## config.mk

```make
export PLATFORM = sky130hd
export DESIGN_NAME = alu_exec_unit_flat
export DESIGN_NICKNAME = d
export VERILOG_FILES = /design/src/rtl/alu_pkg.sv /design/src/rtl/alu_exec_unit_if.sv /design/src/rtl/alu_seq_mult.sv /design/src/rtl/alu_exec_unit.sv /design/src/flat_wrapper.sv
export SDC_FILE = /design/constraint.sdc
export NUM_CORES = 1
export LEC_CHECK = 0
export CAP_MARGIN = 5
export CORE_ASPECT_RATIO = 0.9
export CORE_UTILIZATION = 57
export DETAILED_ROUTE_END_ITERATION = 8
export MAX_ROUTING_LAYER = met4
export PLACE_DENSITY_LB_ADDON = 0.3
export SYNTH_ARGS = -nofsm -noshare
export SYNTH_HDL_FRONTEND = slang
export SYNTH_HIERARCHICAL = 1
export SYNTH_SLANG_ARGS = --single-unit
```

## constraint.sdc

```tcl
create_clock -name clk -period 4.65 [get_ports clk]
set_input_delay 0.93 -clock clk [delete_from_list [all_inputs] [get_ports clk]]
set_output_delay 0.93 -clock clk [all_outputs]
set_load 0.05 [all_outputs]
```

## src/rtl/alu_pkg.sv

```systemverilog
// Shared op codes and FSM state encoding for the execute-stage ALU.
package alu_pkg;

  localparam logic [3:0] ALU_AND = 4'b0000;
  localparam logic [3:0] ALU_OR  = 4'b0001;
  localparam logic [3:0] ALU_ADD = 4'b0010;
  localparam logic [3:0] ALU_SUB = 4'b0110;
  localparam logic [3:0] ALU_SLT = 4'b0111;
  localparam logic [3:0] ALU_NOR = 4'b1100;
  localparam logic [3:0] ALU_MUL = 4'b1000;
  localparam logic [3:0] ALU_ERR = 4'b1111;

  typedef enum logic [1:0] {
    IDLE = 2'd0,
    BUSY = 2'd1,
    HOLD = 2'd2
  } state_t;

endpackage

```

## src/rtl/alu_exec_unit_if.sv

```systemverilog
// Operand/result handshake bundle between the issuing stage and the ALU.
interface alu_exec_unit_if #(
  parameter int WIDTH = 32
) ();

  logic             in_valid;
  logic             in_ready;
  logic [3:0]       aluctrl;
  logic [WIDTH-1:0] opA;
  logic [WIDTH-1:0] opB;
  logic             out_valid;
  logic             out_ready;
  logic [WIDTH-1:0] result;
  logic             zero;
  logic             ovf;
  logic             err;

  modport master (
    output in_valid, aluctrl, opA, opB, out_ready,
    input  in_ready, out_valid, result, zero, ovf, err
  );

  modport slave (
    input  in_valid, aluctrl, opA, opB, out_ready,
    output in_ready, out_valid, result, zero, ovf, err
  );

endinterface

```

## src/rtl/alu_seq_mult.sv

```systemverilog
// Unsigned shift-add multiplier: one partial product per cycle, WIDTH cycles total.
module alu_seq_mult #(
  parameter int WIDTH = 32
) (
  input  logic             clk,
  input  logic             rst_n,
  input  logic             start,
  input  logic [WIDTH-1:0] a,
  input  logic [WIDTH-1:0] b,
  output logic             done,
  output logic [WIDTH-1:0] product
);

  localparam int CW = $clog2(WIDTH);

  logic             busy_reg;
  logic [CW-1:0]    count_reg;
  logic [WIDTH-1:0] mcand_reg;
  logic [WIDTH-1:0] mplier_reg;
  logic [WIDTH-1:0] acc_reg;

  // The final partial product is added combinationally so the top can capture it on the done edge.
  assign product = acc_reg + (mplier_reg[0] ? mcand_reg : '0);
  assign done    = busy_reg && (count_reg == CW'(WIDTH - 1));

  always_ff @(posedge clk) begin
    if (!rst_n) begin
      busy_reg   <= 1'b0;
      count_reg  <= '0;
      mcand_reg  <= '0;
      mplier_reg <= '0;
      acc_reg    <= '0;
    end else if (start) begin
      busy_reg   <= 1'b1;
      count_reg  <= '0;
      mcand_reg  <= a;
      mplier_reg <= b;
      acc_reg    <= '0;
    end else if (busy_reg) begin
      acc_reg    <= product;
      mcand_reg  <= mcand_reg << 1;
      mplier_reg <= mplier_reg >> 1;
      if (done) begin
        busy_reg <= 1'b0;
      end else begin
        count_reg <= count_reg + CW'(1);
      end
    end
  end

endmodule

```

## src/rtl/alu_exec_unit.sv

```systemverilog
// Execute-stage ALU with valid/ready handshakes and registered result/flags.
// Define ALU_MULT_EN to build the iterative multiplier (op 1000) and the BUSY state.
module alu_exec_unit
  import alu_pkg::*;
#(
  parameter int WIDTH = 32
) (
  input logic            clk,
  input logic            rst_n,
  alu_exec_unit_if.slave bus
);

  state_t           state_reg;
  logic             out_valid_reg;
  logic [WIDTH-1:0] result_reg;
  logic             zero_reg;
  logic             ovf_reg;
  logic             err_reg;

  logic [WIDTH-1:0] sum;
  logic [WIDTH-1:0] diff;
  logic [WIDTH-1:0] calc_result;
  logic             calc_ovf;
  logic             calc_err;
  logic             accept;
  logic             is_mul;

  assign bus.in_ready  = (state_reg == IDLE) || ((state_reg == HOLD) && bus.out_ready);
  assign bus.out_valid = out_valid_reg;
  assign bus.result    = result_reg;
  assign bus.zero      = zero_reg;
  assign bus.ovf       = ovf_reg;
  assign bus.err       = err_reg;

  assign accept = bus.in_valid && bus.in_ready;
  assign sum    = bus.opA + bus.opB;
  assign diff   = bus.opA - bus.opB;

`ifdef ALU_MULT_EN
  logic             mult_done;
  logic [WIDTH-1:0] mult_product;

  assign is_mul = (bus.aluctrl == ALU_MUL);

  alu_seq_mult #(.WIDTH(WIDTH)) u_mult (
    .clk     (clk),
    .rst_n   (rst_n),
    .start   (accept && is_mul),
    .a       (bus.opA),
    .b       (bus.opB),
    .done    (mult_done),
    .product (mult_product)
  );
`else
  assign is_mul = 1'b0;
`endif

  always_comb begin
    calc_result = '0;
    calc_ovf    = 1'b0;
    calc_err    = 1'b0;
    case (bus.aluctrl)
      ALU_AND: calc_result = bus.opA & bus.opB;
      ALU_OR:  calc_result = bus.opA | bus.opB;
      ALU_NOR: calc_result = ~(bus.opA | bus.opB);
      ALU_SLT: calc_result = {{(WIDTH-1){1'b0}}, $signed(bus.opA) < $signed(bus.opB)};
      ALU_ADD: begin
        calc_result = sum;
        calc_ovf    = (bus.opA[WIDTH-1] == bus.opB[WIDTH-1]) && (sum[WIDTH-1] != bus.opA[WIDTH-1]);
      end
      ALU_SUB: begin
        calc_result = diff;
        calc_ovf    = (bus.opA[WIDTH-1] != bus.opB[WIDTH-1]) && (diff[WIDTH-1] != bus.opA[WIDTH-1]);
      end
      default: calc_err = !is_mul;
    endcase
  end

  always_ff @(posedge clk) begin
    if (!rst_n) begin
      state_reg     <= IDLE;
      out_valid_reg <= 1'b0;
      result_reg    <= '0;
      zero_reg      <= 1'b0;
      ovf_reg       <= 1'b0;
      err_reg       <= 1'b0;
    end else begin
      case (state_reg)
        IDLE, HOLD: begin
          if (accept && is_mul) begin
            state_reg     <= BUSY;
            out_valid_reg <= 1'b0;
          end else if (accept) begin
            state_reg     <= HOLD;
            out_valid_reg <= 1'b1;
            result_reg    <= calc_result;
            zero_reg      <= (calc_result == '0);
            ovf_reg       <= calc_ovf;
            err_reg       <= calc_err;
          end else if ((state_reg == HOLD) && bus.out_ready) begin
            state_reg     <= IDLE;
            out_valid_reg <= 1'b0;
          end
        end
`ifdef ALU_MULT_EN
        BUSY: begin
          if (mult_done) begin
            state_reg     <= HOLD;
            out_valid_reg <= 1'b1;
            result_reg    <= mult_product;
            zero_reg      <= (mult_product == '0);
            ovf_reg       <= 1'b0;
            err_reg       <= 1'b0;
          end
        end
`endif
        default: begin
          state_reg     <= IDLE;
          out_valid_reg <= 1'b0;
        end
      endcase
    end
  end

endmodule
```

## src/flat_wrapper.sv

```systemverilog
// flat-port wrapper written by rule: the top's interface ports become plain ports
module alu_exec_unit_flat import alu_pkg::*;
#(
  parameter int WIDTH = 32
)
  (clk, rst_n, bus_in_valid, bus_aluctrl, bus_opA, bus_opB, bus_out_ready, bus_in_ready, bus_out_valid, bus_result, bus_zero, bus_ovf, bus_err);
  alu_exec_unit_if #(.WIDTH(WIDTH)) bus_i ();
  input logic clk;
  input logic rst_n;
  input wire logic [$bits(bus_i.in_valid)-1:0] bus_in_valid;
  input wire logic [$bits(bus_i.aluctrl)-1:0] bus_aluctrl;
  input wire logic [$bits(bus_i.opA)-1:0] bus_opA;
  input wire logic [$bits(bus_i.opB)-1:0] bus_opB;
  input wire logic [$bits(bus_i.out_ready)-1:0] bus_out_ready;
  output wire logic [$bits(bus_i.in_ready)-1:0] bus_in_ready;
  output wire logic [$bits(bus_i.out_valid)-1:0] bus_out_valid;
  output wire logic [$bits(bus_i.result)-1:0] bus_result;
  output wire logic [$bits(bus_i.zero)-1:0] bus_zero;
  output wire logic [$bits(bus_i.ovf)-1:0] bus_ovf;
  output wire logic [$bits(bus_i.err)-1:0] bus_err;
  assign bus_i.in_valid = bus_in_valid;
  assign bus_i.aluctrl = bus_aluctrl;
  assign bus_i.opA = bus_opA;
  assign bus_i.opB = bus_opB;
  assign bus_i.out_ready = bus_out_ready;
  assign bus_in_ready = bus_i.in_ready;
  assign bus_out_valid = bus_i.out_valid;
  assign bus_result = bus_i.result;
  assign bus_zero = bus_i.zero;
  assign bus_ovf = bus_i.ovf;
  assign bus_err = bus_i.err;
  alu_exec_unit #(.WIDTH(WIDTH)) u_core (.clk(clk), .rst_n(rst_n), .bus(bus_i));
endmodule
```

# Word-level counts from Yosys, hierarchy flattened
# Cells that the tools add are included.
# op_classes
addsub	2
magnitude_cmp	1
n_eq_ne	9
mux	7
bitwise	3
n_reduce_logical	13
# op_table
operator	n
$pmux 32 s6	1
$add 32x32->32	1
$and 32x32->32	1
$logic_not 32->1	1
$lt 32x32->1	1
$not 32->32	1
$or 32x32->32	1
$sub 32x32->32	1
$eq 4x3->1 const B	2
$reduce_or 6->1	1
$eq 4x1->1 const B	1
$eq 4x2->1 const B	1
$eq 4x4->1 const B	1
$logic_and 1x1->1	4
$logic_not 4->1	1
$mux 2	2
$reduce_and 2->1	2
$mux 1	3
$ne 1x1->1	3
$logic_not 2->1	1
$pmux 1 s2	1
$reduce_bool 2->1	1
$reduce_or 2->1	1
$eq 1x1->1	1
$logic_or 1x1->1	1
# word_totals
reg_bits	37
out_inout_bits	37
word_cells	41

# Depth between registers and ports, before layout
# Gate-level depths: netlist of the first run.
# logic_depth
ltp_word	4
depth_mapped	15

# Worst setup path before layout of the first run
# No wires, ideal clock.
# synth_timing
path_kind	input to register
startpoint	input bus_opA[0]
endpoint	register u_core.zero_reg, in the netlist u_core/bus.zero
setup_time_ns	0.084
arrival_time_ns	3.687
slack_ns	0.879
path_stages	14
path_buffers	0
path_cell_list	ha_1 -> inv_1 -> fa_1 -> nand2b_1 -> a2111oi_4 -> o21a_1 -> o211a_1 -> o31ai_1 -> a32o_1 -> a211oi_2 -> nand4_1 -> nor4_2 -> nand4_1 -> o31ai_2
# synth_between
elab_chain_len	4
elab_cells_between_ends	8
# synth_rtl
element	line	text
from (decl)	flat_wrapper.sv:12	input wire logic [$bits(bus_i.opA)-1:0] bus_opA;
branches (longest 2 deep; another with $sub 32x32->32)	-	
$pmux 32 s6 (*)	alu_exec_unit.sv:62	case (bus.aluctrl)
$logic_not 32->1 (*)	alu_exec_unit.sv:97	zero_reg <= (calc_result == '0);
to (signal assigned)	alu_exec_unit.sv:97	
to (decl)	alu_exec_unit.sv:16	logic zero_reg;
# Mark *: on every way between the ends.
# A chain may end at the register's enable or synchronous reset.

# Worst setup path after layout of the first run
# layout_timing
startpoint	input bus_opA[12]
endpoint	register u_core.zero_reg, in the netlist u_core/bus.zero
# Same word-level chain as after synthesis.

==> run metrics, run 1 <==
Syn Area/Cell 6.99 sq um; pin count of the biggest net entering global routing 35; FF-to-FF End u_core/bus.zero; Worst EP arrival 4.70 ns; Seq. cell area 721 sq um; Worst Path Required 4.85 ns; final worst slack 0.154 ns; Max-cap violations 0; gr ovfl total 0; period utilization 0.967; reg2reg start u_core/state_reg[1]; area of the core 12200 sq um; most frequent cells in the layout 121 x nor2_1, 108 x clkdlybuf4s50_1, 103 x ha_1; initial antenna violation count 0; Post-Synthesis Cells 1036; area of the multi-input gates 5890 sq um; Synth Flop Type dfxtp_1; Final Max Slew Viols 0; hold path start u_core/bus.err; routed length per placed instance 20.2 um; die extent in y 109 um; CTS tree yes; hpwl dp 21200 um; Num CTS Buffers 5; RSZ-0062 raised after global routing no; worst-path fanout max 8; slack of the worst reg-to-reg path 1.95 ns; Hold Path Depth 2; pwr/cell area 194 nW/um^2; commonest non-fill, non-tap cell in the layout nor2_1; CTS H-tree depth 2; Root Buffer clkbuf_16; Largest register FFs 32; post-route ant nets 0; final total power 1780 uW; number of post-CTS setup repair buffers 0; clock slew at reported path FFs 0.06 ns; min-delay worst type reg -> reg; Max Fclk 222 MHz; final worst path period need 4.50 ns; Post-synth ARST share 0; Synth Register Bits 36; drt pass-1 iters 6; CTS Sinks 36; clk_lat worst skew 0.29 ns; die area 13200 sq um; via count 9024; # resized after CTS 0; reg2reg path depth 11; slew margin rel. 0.281; DR vias/cell 6.75; synth unique cells 95; Chip Width 121 um; Ant. Diodes 0; WS Path Type in -> reg; Area after DPL 8950 sq um; Post-CTS Hold Buffers 0; Iteration-0 DRC Markers 1345; number of synthesized flops with an enable pin 0; fillcell total 987; vias in the first global route 7993; fin util 0.747; syn_nets 1213; mapped cell area 7240 sq um; DRC 0; Hold Path End u_core/bus.err; fraction of layout cells with a size suffix above 1 0.124; post-route cell area 9130 sq um; Tot GR Track Use 0.417; outcome finished clean; # IOs 109; pre-CTS WS -0.00237 ns; total length of routed wires 27000 um; number of setup violations in the final report 0; post-synthesis to final-layout area growth 26.1%; # rows 38; Initial Util 0.593; Worst VDD drop 174 uV; final hold violation count 0; Slew @ Worst Pin 1.08 ns; first-pass GRT wire length 42000 um; CP endpoint kind flip-flop; port bufs 108; Leak Pwr 0.00398 uW; Syn. warnings 6; sequential element share of the synthesized area 0.0995; Setup crit start kind input port; NumNets Final 1352; Max Clock Skew 0.00326 ns; Clock Path Buffers 2; RD Place Congestion 0.998
## kinds of logic (layout without fill, tap and decap cells)
logic type	after synthesis	count (layout)	synth area share
AO/OA/AOI/OAI	376	376	0.368
XOR/XNOR	4	4	0.00484
adder cells (fa/ha/maj)	105	105	0.183
buffers and inverters	168	308	0.0955
flip-flops	36	36	0.0995
multiplexers	9	9	0.0143
AND/OR/NAND/NOR	338	338	0.235
## power by group
part	total, uW	internal, uW	switching (uW)
Combinational	1080	424	661
Sequential	349	333	15.7
Clock	342	213	129
Total	1780	970	805
## area by class of cell
class / count / area share
multi-input combinational: 832 / 0.645
timing repair buffer: 196 / 0.195
sequential: 36 / 0.0789
inverter: 104 / 0.0427
tap: 160 / 0.0219
clock buffer: 7 / 0.0156
clock inverter: 1 / 0.000822
## metal layers
| metal | routed length [um] | global-route usage | vias up |
|---|---|---|---|
| met5 | 0 | - | - |
| met2 | 11200 | 0.617 | 712 |
| li1 | - | - | 4102 |
| met4 | 788 | 0.126 | 0 |
| met1 | 11500 | 0.573 | 4138 |
| met3 | 3510 | 0.0774 | 72 |
## through the flow
stage | hold slack (ns) | std cells | TNS, ns
floorplan | 0.672 | 1036 | 0
global placement | 0.445 | 1328 | 0
detailed placement | 0.454 | 1328 | -0.00237
CTS | 0.462 | 1336 | 0
global route | 0.495 | 1336 | 0
finish | 0.471 | 1336 | 0
## synth_stat cells (all sizes together), types with 14 or more instances
master,instances,share of area
a21oi,82,0.058
o211ai,15,0.016
nand2,68,0.036
a22oi,30,0.031
ha,103,0.18
buf,31,0.025
o31ai,14,0.015
o22ai,23,0.021
o21ai,55,0.038
dfxtp,36,0.10
nor3,30,0.021
nand4,17,0.016
nand3,25,0.018
inv,104,0.054
nor2,122,0.063
nand2b,14,0.012
a211oi,36,0.039
clkbuf,33,0.017
## worst max-delay path, stage by stage
cell,delay (ns)
clkdlybuf4s50_1,0.51
inv_1,0.05
ha_1,0.43
a21oi_1,0.30
o21ai_0,0.19
o31ai_1,0.29
a21oi_1,0.07
buf_4,0.17
o21ai_1,0.29
buf_4,0.18
nor3_1,0.04
a311oi_1,0.19
o311ai_0,0.37
a211oi_1,0.31
nand4_1,0.15
o31ai_2,0.23
## worst max path at each step
stage,startpoint,endpoint,slack (ns),depth (start not counted)
final,bus_opA[12],u_core/bus.zero,0.15,16
after global routing,bus_opB[0],u_core/bus.zero,0.008,15
after CTS,bus_opA[1],u_core/bus.zero,0.27,14
after detailed placement,bus_opA[1],u_core/bus.zero,-0.002,14
after global placement,bus_opA[0],u_core/bus.zero,0.11,15
after floorplan,bus_opA[0],u_core/bus.zero,0.88,14
Note: power is estimated with default switching activity, not from simulation.
==> run 2: changes to the inputs <==
--- a/config.mk
+++ b/config.mk
@@ -5,9 +5,10 @@
 export SDC_FILE = /design/constraint.sdc
 export NUM_CORES = 1
 export LEC_CHECK = 0
+export ABC_AREA = 1
 export CAP_MARGIN = 5
 export CORE_ASPECT_RATIO = 0.9
-export CORE_UTILIZATION = 57
+export CORE_UTILIZATION = 58
 export DETAILED_ROUTE_END_ITERATION = 8
 export MAX_ROUTING_LAYER = met4
 export PLACE_DENSITY_LB_ADDON = 0.3
==> run 2 against run 1 <==
Compared with the run above: combinational power is 4% lower; first-iteration DRC count fell by 1.4%; critical path type unchanged; register-to-register slack better by 0.44 ns; synthesized cell count grew 53%; utilization down 6.0 points; via count up 13%; non-clock buffer count fell by 77.
==> run metrics, run 2 <==
outcome finished clean; Buf+Inv Stages, Crit Path 3 (-1); switching share of power 0.482 (+0.0286); Leak Pwr 0.00566 uW (+42%); sw power 854 uW (+6.1%); slack of the worst reg-to-reg path 2.39 ns (+0.44 ns); sequential element share of the synthesized area 0.0872 (-0.0123); final hold violation count 0 (unchanged); combinational power share 0.588 (-0.023); DR vias/cell 5.52 (-18%); Most Frequent Cell on Critical Path nand2_1; Worst path max stage delay 0.51 ns (about the same); Worst EP arrival 4.14 ns (-0.56 ns); Post-synth ARST share 0 (unchanged); post-route ant nets 0 (unchanged); Post-CTS Hold Buffers 0 (unchanged); drt pass-1 iters 6 (unchanged); synth unique cells 39 (-59%); Synth top area share 0.214 (+0.0364); Setup crit end u_core/bus.zero; period utilization 0.848 (-0.119); number of synthesized flops with an enable pin 0 (unchanged); DRC 0 (unchanged); commonest non-fill, non-tap cell in the layout nand2_1; Setup crit start kind input port; Post-Synthesis Cells 1583 (+53%); worst-path fanout max 5 (-3); largest family of logic cells by synthesized area simple AND/OR/NAND/NOR gates; # rows 41 (+7.9%); gr ovfl total 0 (unchanged); Max Fclk 254 MHz (+14%); Synth area leader nand2_1; Num CTS Buffers 5 (unchanged); vias in the first global route 9038 (+13%); Final Max Slew Viols 0 (unchanged); total length of routed wires 29900 um (+11%); fraction of layout cells with a size suffix above 1 0.0397 (-0.0845); most numerous cell in the Yosys netlist nand2_1; Largest register FFs 32 (unchanged); # resized after CTS 0 (unchanged); largest cells by area after synthesis nand2_1 21%, ha_1 16%, inv_1 15%, nand3_1 9.4%, nor2_1 9.3%; fin util 0.688 (-0.0599); port bufs 108 (unchanged); Root Buffer clkbuf_16; initial antenna violation count 0 (unchanged); number of setup violations in the final report 0 (unchanged); reg2reg start u_core/state_reg[1]; final worst path period need 3.94 ns (-0.554 ns); RSZ-0062 raised after global routing no; Post-Synth Adder-Cell Area 0.161 (-0.0227); cell count along the critical path 19 (+3); slew margin rel. 0.441 (+0.160); Synth Area in XOR/XNOR 0.00106 (-0.00378); Clock Path Buffers 2 (unchanged); NumNets Final 1839 (+36%); reg2reg path depth 14 (+3); P_int 917 uW (-5.5%); most frequent cells in the layout 472 x nand2_1, 339 x inv_1, 204 x nor2_1; Critical Path Start bus_opB[0]; hpwl dp 25000 um (+18%); CTS tree yes; Seq. cell area 721 sq um (unchanged); setup TNS 0 ns (unchanged); Synth Flop Type dfxtp_1; RD Place Congestion 1.03 (+3.6%); area of the multi-input gates 5970 sq um (+1.4%); Iteration-0 DRC Markers 1326 (-1.4%); FF-to-FF End u_core/bus.zero; # IOs 109 (unchanged); simple logic cell fraction of the synthesized area 0.456 (+0.221); via count 10242 (+13%); post-synthesis to final-layout area growth 16.0%; die area 14700 sq um (+12%); Synth Register Bits 36 (unchanged); Chip Width 128 um (+5.8%); pin count of the biggest net entering global routing 42 (+20%); Clk pwr share 0.218 (+0.025); die extent in y 115 um (+5.8%); post-synthesis mux area share 0 (-0.0143); Ant. Diodes 0 (unchanged); share of power burned in registers 0.194 (-0.003); WS Path Type in -> reg; fillcell total 1285 (+30%); CTS Sinks 36 (unchanged); compound-cell area share of the yosys netlist 0.105 (-0.263); number of post-CTS setup repair buffers 0 (unchanged); Syn Area/Cell 5.22 sq um (-25%); Max-cap violations 0 (unchanged); min-delay worst type reg -> reg; Slew @ Worst Pin 0.837 ns (-0.239 ns); CP endpoint kind flip-flop; Max Clock Skew 0.00414 ns (+0.000875 ns); syn_nets 1760 (+45%); mapped cell area 8270 sq um (+14%); clk_lat worst skew 0.29 ns (about the same); Crit-path slowest cell clkdlybuf4s50_1; clock slew at reported path FFs 0.05 ns (about the same); routed length per placed instance 16.1 um (-20%); CTS H-tree depth 2 (unchanged); Tot GR Track Use 0.421 (+0.00357); area of the core 14000 sq um (+14%); first-pass GRT wire length 46400 um (+11%); pwr/cell area 185 nW/um^2 (-5.0%); Initial Util 0.592 (about the same); Worst VDD drop 268 uV (+54%); CP delay by family, top simple AND/OR/NAND/NOR gates; Worst Path Required 4.85 ns (about the same); Syn. warnings 6 (unchanged); Cell Chain, Critical Path clkdlybuf4s50_1 -> ha_1 -> inv_1 -> fa_1 -> inv_1 -> nand3_1 -> nand2_1 -> nand2_1 -> nand2_1 -> nand2_1 -> nand2_1 -> nand2_1 -> nand2_1 -> o21ai_0 -> nor2_1 -> nand4_1 -> nor2_1 -> nand3_1 -> a21oi_2; Synth top cells by count 472 x nand2_1, 339 x inv_1, 204 x nor2_1, 155 x nand3_1, 103 x ha_1
run 2: worst min-delay path by stage:
stage                    start         endpoint  slack, ns  cells past startpoint
2_1_floorplan  u_core/bus.zero  u_core/bus.zero       0.71                      2
6_report       u_core/bus.zero  u_core/bus.zero       0.51                      2
3_3_place_gp   u_core/bus.zero  u_core/bus.zero       0.48                      2
5_1_grt        u_core/bus.zero  u_core/bus.zero       0.52                      2
3_5_place_dp   u_core/bus.zero  u_core/bus.zero       0.49                      2
4_1_cts        u_core/bus.zero  u_core/bus.zero       0.50                      2
run 2: logic make-up after synthesis:
logic type,Yosys count
adder cells (fa/ha/maj),105
AND/OR/NAND/NOR,899
flip-flops,36
AO/OA/AOI/OAI,143
XOR/XNOR,1
buffers and inverters,399
run 2: metrics by stage:
step | setup WS (ns) | instance area (sq um) | total power (uW) | hold WS (ns) | std cells
3_3_place_gp | 0.548 | 9420 | 1330 | 0.475 | 1848
4_1_cts | 0.813 | 9590 | 1740 | 0.495 | 1856
6_report | 0.709 | 9590 | 1770 | 0.506 | 1856
3_5_place_dp | 0.534 | 9420 | 1350 | 0.494 | 1848
2_1_floorplan | 1.80 | 8270 | 1030 | 0.706 | 1583
5_1_grt | 0.438 | 9590 | 1880 | 0.525 | 1856
run 2: cell type report:
| type | count | area share |
|---|---|---|
| clock inverter | 3 | 0.00483 |
| tap | 193 | 0.0252 |
| multi-input combinational | 1148 | 0.623 |
| sequential | 36 | 0.0751 |
| inverter | 352 | 0.138 |
| timing repair buffer | 119 | 0.121 |
| clock buffer | 5 | 0.0130 |
run 2: routing by layer:
metal,vias up,global-route usage,wire [um],share of wire
li1,4989,-,-,-
met1,4510,0.553,12700,0.43
met2,660,0.629,12500,0.42
met3,83,0.0968,3760,0.13
met4,0,0.149,912,0.031
met5,-,-,0,0
run 2: worst reg2reg max path: stages, from the launching register on:
cell and delay [ns]:
dfxtp_1 0.33, a21oi_2 0.13, buf_4 0.38, nand3_1 0.15, nor2_1 0.12, nand2_1 0.09, nor2_1 0.10, nand3_1 0.09
nor2_1 0.10, nand2_1 0.06, nor2_1 0.11, nand4_1 0.12, nor2_1 0.19, nand3_1 0.10, a21oi_2 0.12
run 2: power by group through the flow:
stage / Combinational, uW / Clock [uW] / Sequential (uW)
floorplan: 600 / 0 / 427
global placement: 984 / 0 / 348
CTS: 1010 / 385 / 344
global route: 1130 / 399 / 346
finish: 1040 / 386 / 344
detailed placement: 999 / 0 / 350
==> run 3: changes to the inputs <==
==> constraint.sdc (replaced) <==
create_clock -name clk -period 3.68 [get_ports clk]
set_input_delay 0.736 -clock clk [delete_from_list [all_inputs] [get_ports clk]]
set_output_delay 0.736 -clock clk [all_outputs]
set_load 0.05 [all_outputs]
==> run 3 against run 2 <==
Compared with the run above: the flow now finishes with violations (design-rule violations); total power increased by 30%; sequential share of layout area fell by 0.55 points; die area stayed put; clock-buffer cell count increased by 2; final cell count rose by 4.6%; combinational power rose by 39%; critical endpoint unchanged; largest cell class unchanged; largest power group unchanged; highest routed layer unchanged.
==> run metrics, run 3 (synthesis results as in run 2) <==
Largest register FFs 32 (unchanged); setup TNS 0 ns (unchanged); DR vias/cell 5.50 (-0.42%); CTS H-tree depth 2 (unchanged); hpwl dp 25900 um (+3.4%); port bufs 108 (unchanged); most frequent cells in the layout 468 x nand2_1, 338 x inv_1, 198 x nor2_1; Initial Util 0.592 (unchanged); final hold violation count 0 (unchanged); # IOs 109 (unchanged); clk_lat worst skew 0.27 ns (-0.02 ns); drt pass-1 iters 8 (+2); Final Max Slew Viols 0 (unchanged); CP endpoint kind flip-flop; Slew @ Worst Pin 0.785 ns (-0.0527 ns); Clock Path Buffers 2 (unchanged); post-synthesis to final-layout area growth 25.2%; min-delay worst type reg -> reg; Most Frequent Cell on Critical Path nand2_1; Cell Chain, Critical Path clkdlybuf4s50_1 -> inv_1 -> ha_1 -> nand2_1 -> nor2_1 -> inv_2 -> nor3_2 -> and2_1 -> nand2_1 -> nand2_1 -> nand2_1 -> nand3_1 -> nand3_1 -> nor2_1 -> nand2_1 -> nor2_2 -> nand3_2 -> a21oi_2; fin util 0.742 (+0.0541); outcome complete, but fails checks; # rows 41 (unchanged); initial antenna violation count 1 (+1); fraction of layout cells with a size suffix above 1 0.0990 (+0.0593); Post-CTS Hold Buffers 0 (unchanged); gr ovfl total 0 (unchanged); RSZ-0062 raised after global routing no; final worst path period need 3.51 ns; NumNets Final 1923 (+4.6%); Worst VDD drop 298 uV (+11%); die extent in y 115 um (unchanged); CTS tree yes; commonest non-fill, non-tap cell in the layout nand2_1; Max Fclk 285 MHz; vias in the first global route 9446 (+4.5%); CP delay by family, top simple AND/OR/NAND/NOR gates; Max-cap violations 0 (unchanged); routed length per placed instance 16.1 um (about the same); failing checks design-rule violations; Iteration-0 DRC Markers 1127 (-15%); pin count of the biggest net entering global routing 41 (-2.4%); Max Clock Skew 0.00329 ns (-0.000852 ns); WS Path Type in -> reg; Worst Path Required 3.86 ns (-0.99 ns); dpl cells 1931 (+4.5%); RD Place Congestion 1.03 (about the same); Crit-path slowest cell ha_1; CTS Sinks 36 (unchanged); Tot GR Track Use 0.433 (+0.0126); Non-Filler Instances 1941 (+4.6%); total length of routed wires 31200 um (+4.5%); worst-path fanout max 10 (+5); clock slew at reported path FFs 0.05 ns (about the same); Root Buffer clkbuf_16; Leak Pwr 0.00609 uW (+7.6%); area of the core 14000 sq um (unchanged); Buf+Inv Stages, Crit Path 3 (unchanged); pwr/cell area 223 nW/um^2 (+21%); number of setup violations in the final report 0 (unchanged); Num CTS Buffers 5 (unchanged); Setup crit start kind input port; Chip Width 128 um (unchanged); via count 10666 (+4.1%); post-route ant nets 0 (unchanged); first-pass GRT wire length 48300 um (+4.0%); Worst path max stage delay 0.53 ns (+0.02 ns); slew margin rel. 0.474 (+0.0325); DRC 1 (+1); period utilization 0.954; Worst EP arrival 3.69 ns (-0.45 ns); die area 14700 sq um (unchanged)
==> run 3: final timing paths <==
kind / slack (ns) / endpoint / cells after the start / startpoint
max reg2reg: 1.75 / u_core/bus.result[17] / 5 / u_core/state_reg[1]
min reg2reg: 0.53 / u_core/bus.zero / 2 / u_core/bus.zero
min: 0.53 / u_core/bus.zero / 2 / u_core/bus.zero
max: 0.17 / u_core/bus.zero / 18 / bus_opA[25]
==> run 3: per-layer routing <==
layer,global-route usage,up-vias,share of wire
met4,0.134,0,0.030
li1,-,5170,-
met5,-,-,0
met2,0.663,681,0.42
met3,0.107,83,0.13
met1,0.560,4732,0.42
==> run 3: worst min-delay path, stage by stage (launching register included) <==
cell     delay (ns)
dfxtp_1        0.31
nand2_1        0.10
a21oi_2        0.07
==> run 3: layout make-up <==
type,instances,area [sq um]
Fill cell,1244,3610
Sequential cell,36,721
Inverter,352,1320
Clock buffer,7,143
Multi-Input combinational cell,1148,6060
Timing Repair Buffer,203,1850
Antenna cell,1,2.50
Clock inverter,1,7.51
Tap cell,193,241
==> run 3: where the power goes <==
part           leakage, uW  internal, uW  switching, uW
combinational      0.00572           521            931
clock            0.0000701           269            152
sequential        0.000297           419           16.6
==> run 3: what timing repair did <==
item,4_1_cts,5_1_grt
endpoints found under the setup margin,1,1
gates cloned,0,0
pin swaps,0,2
gates resized for setup,1,30
hold endpoints to repair,0,0
buffers inserted,0,1
==> run 3: per-stage QoR <==
step	hold WS, ns	worst slack [ns]	power (uW)	cell area (sq um)
final	0.529	0.170	2310	10300
after CTS	0.526	0.0488	2240	10200
after detailed placement	0.477	-0.0995	1820	10100
after global placement	0.474	-0.0623	1790	10100
after global routing	0.542	0.00241	2450	10300
after floorplan	0.706	1.03	1300	8270
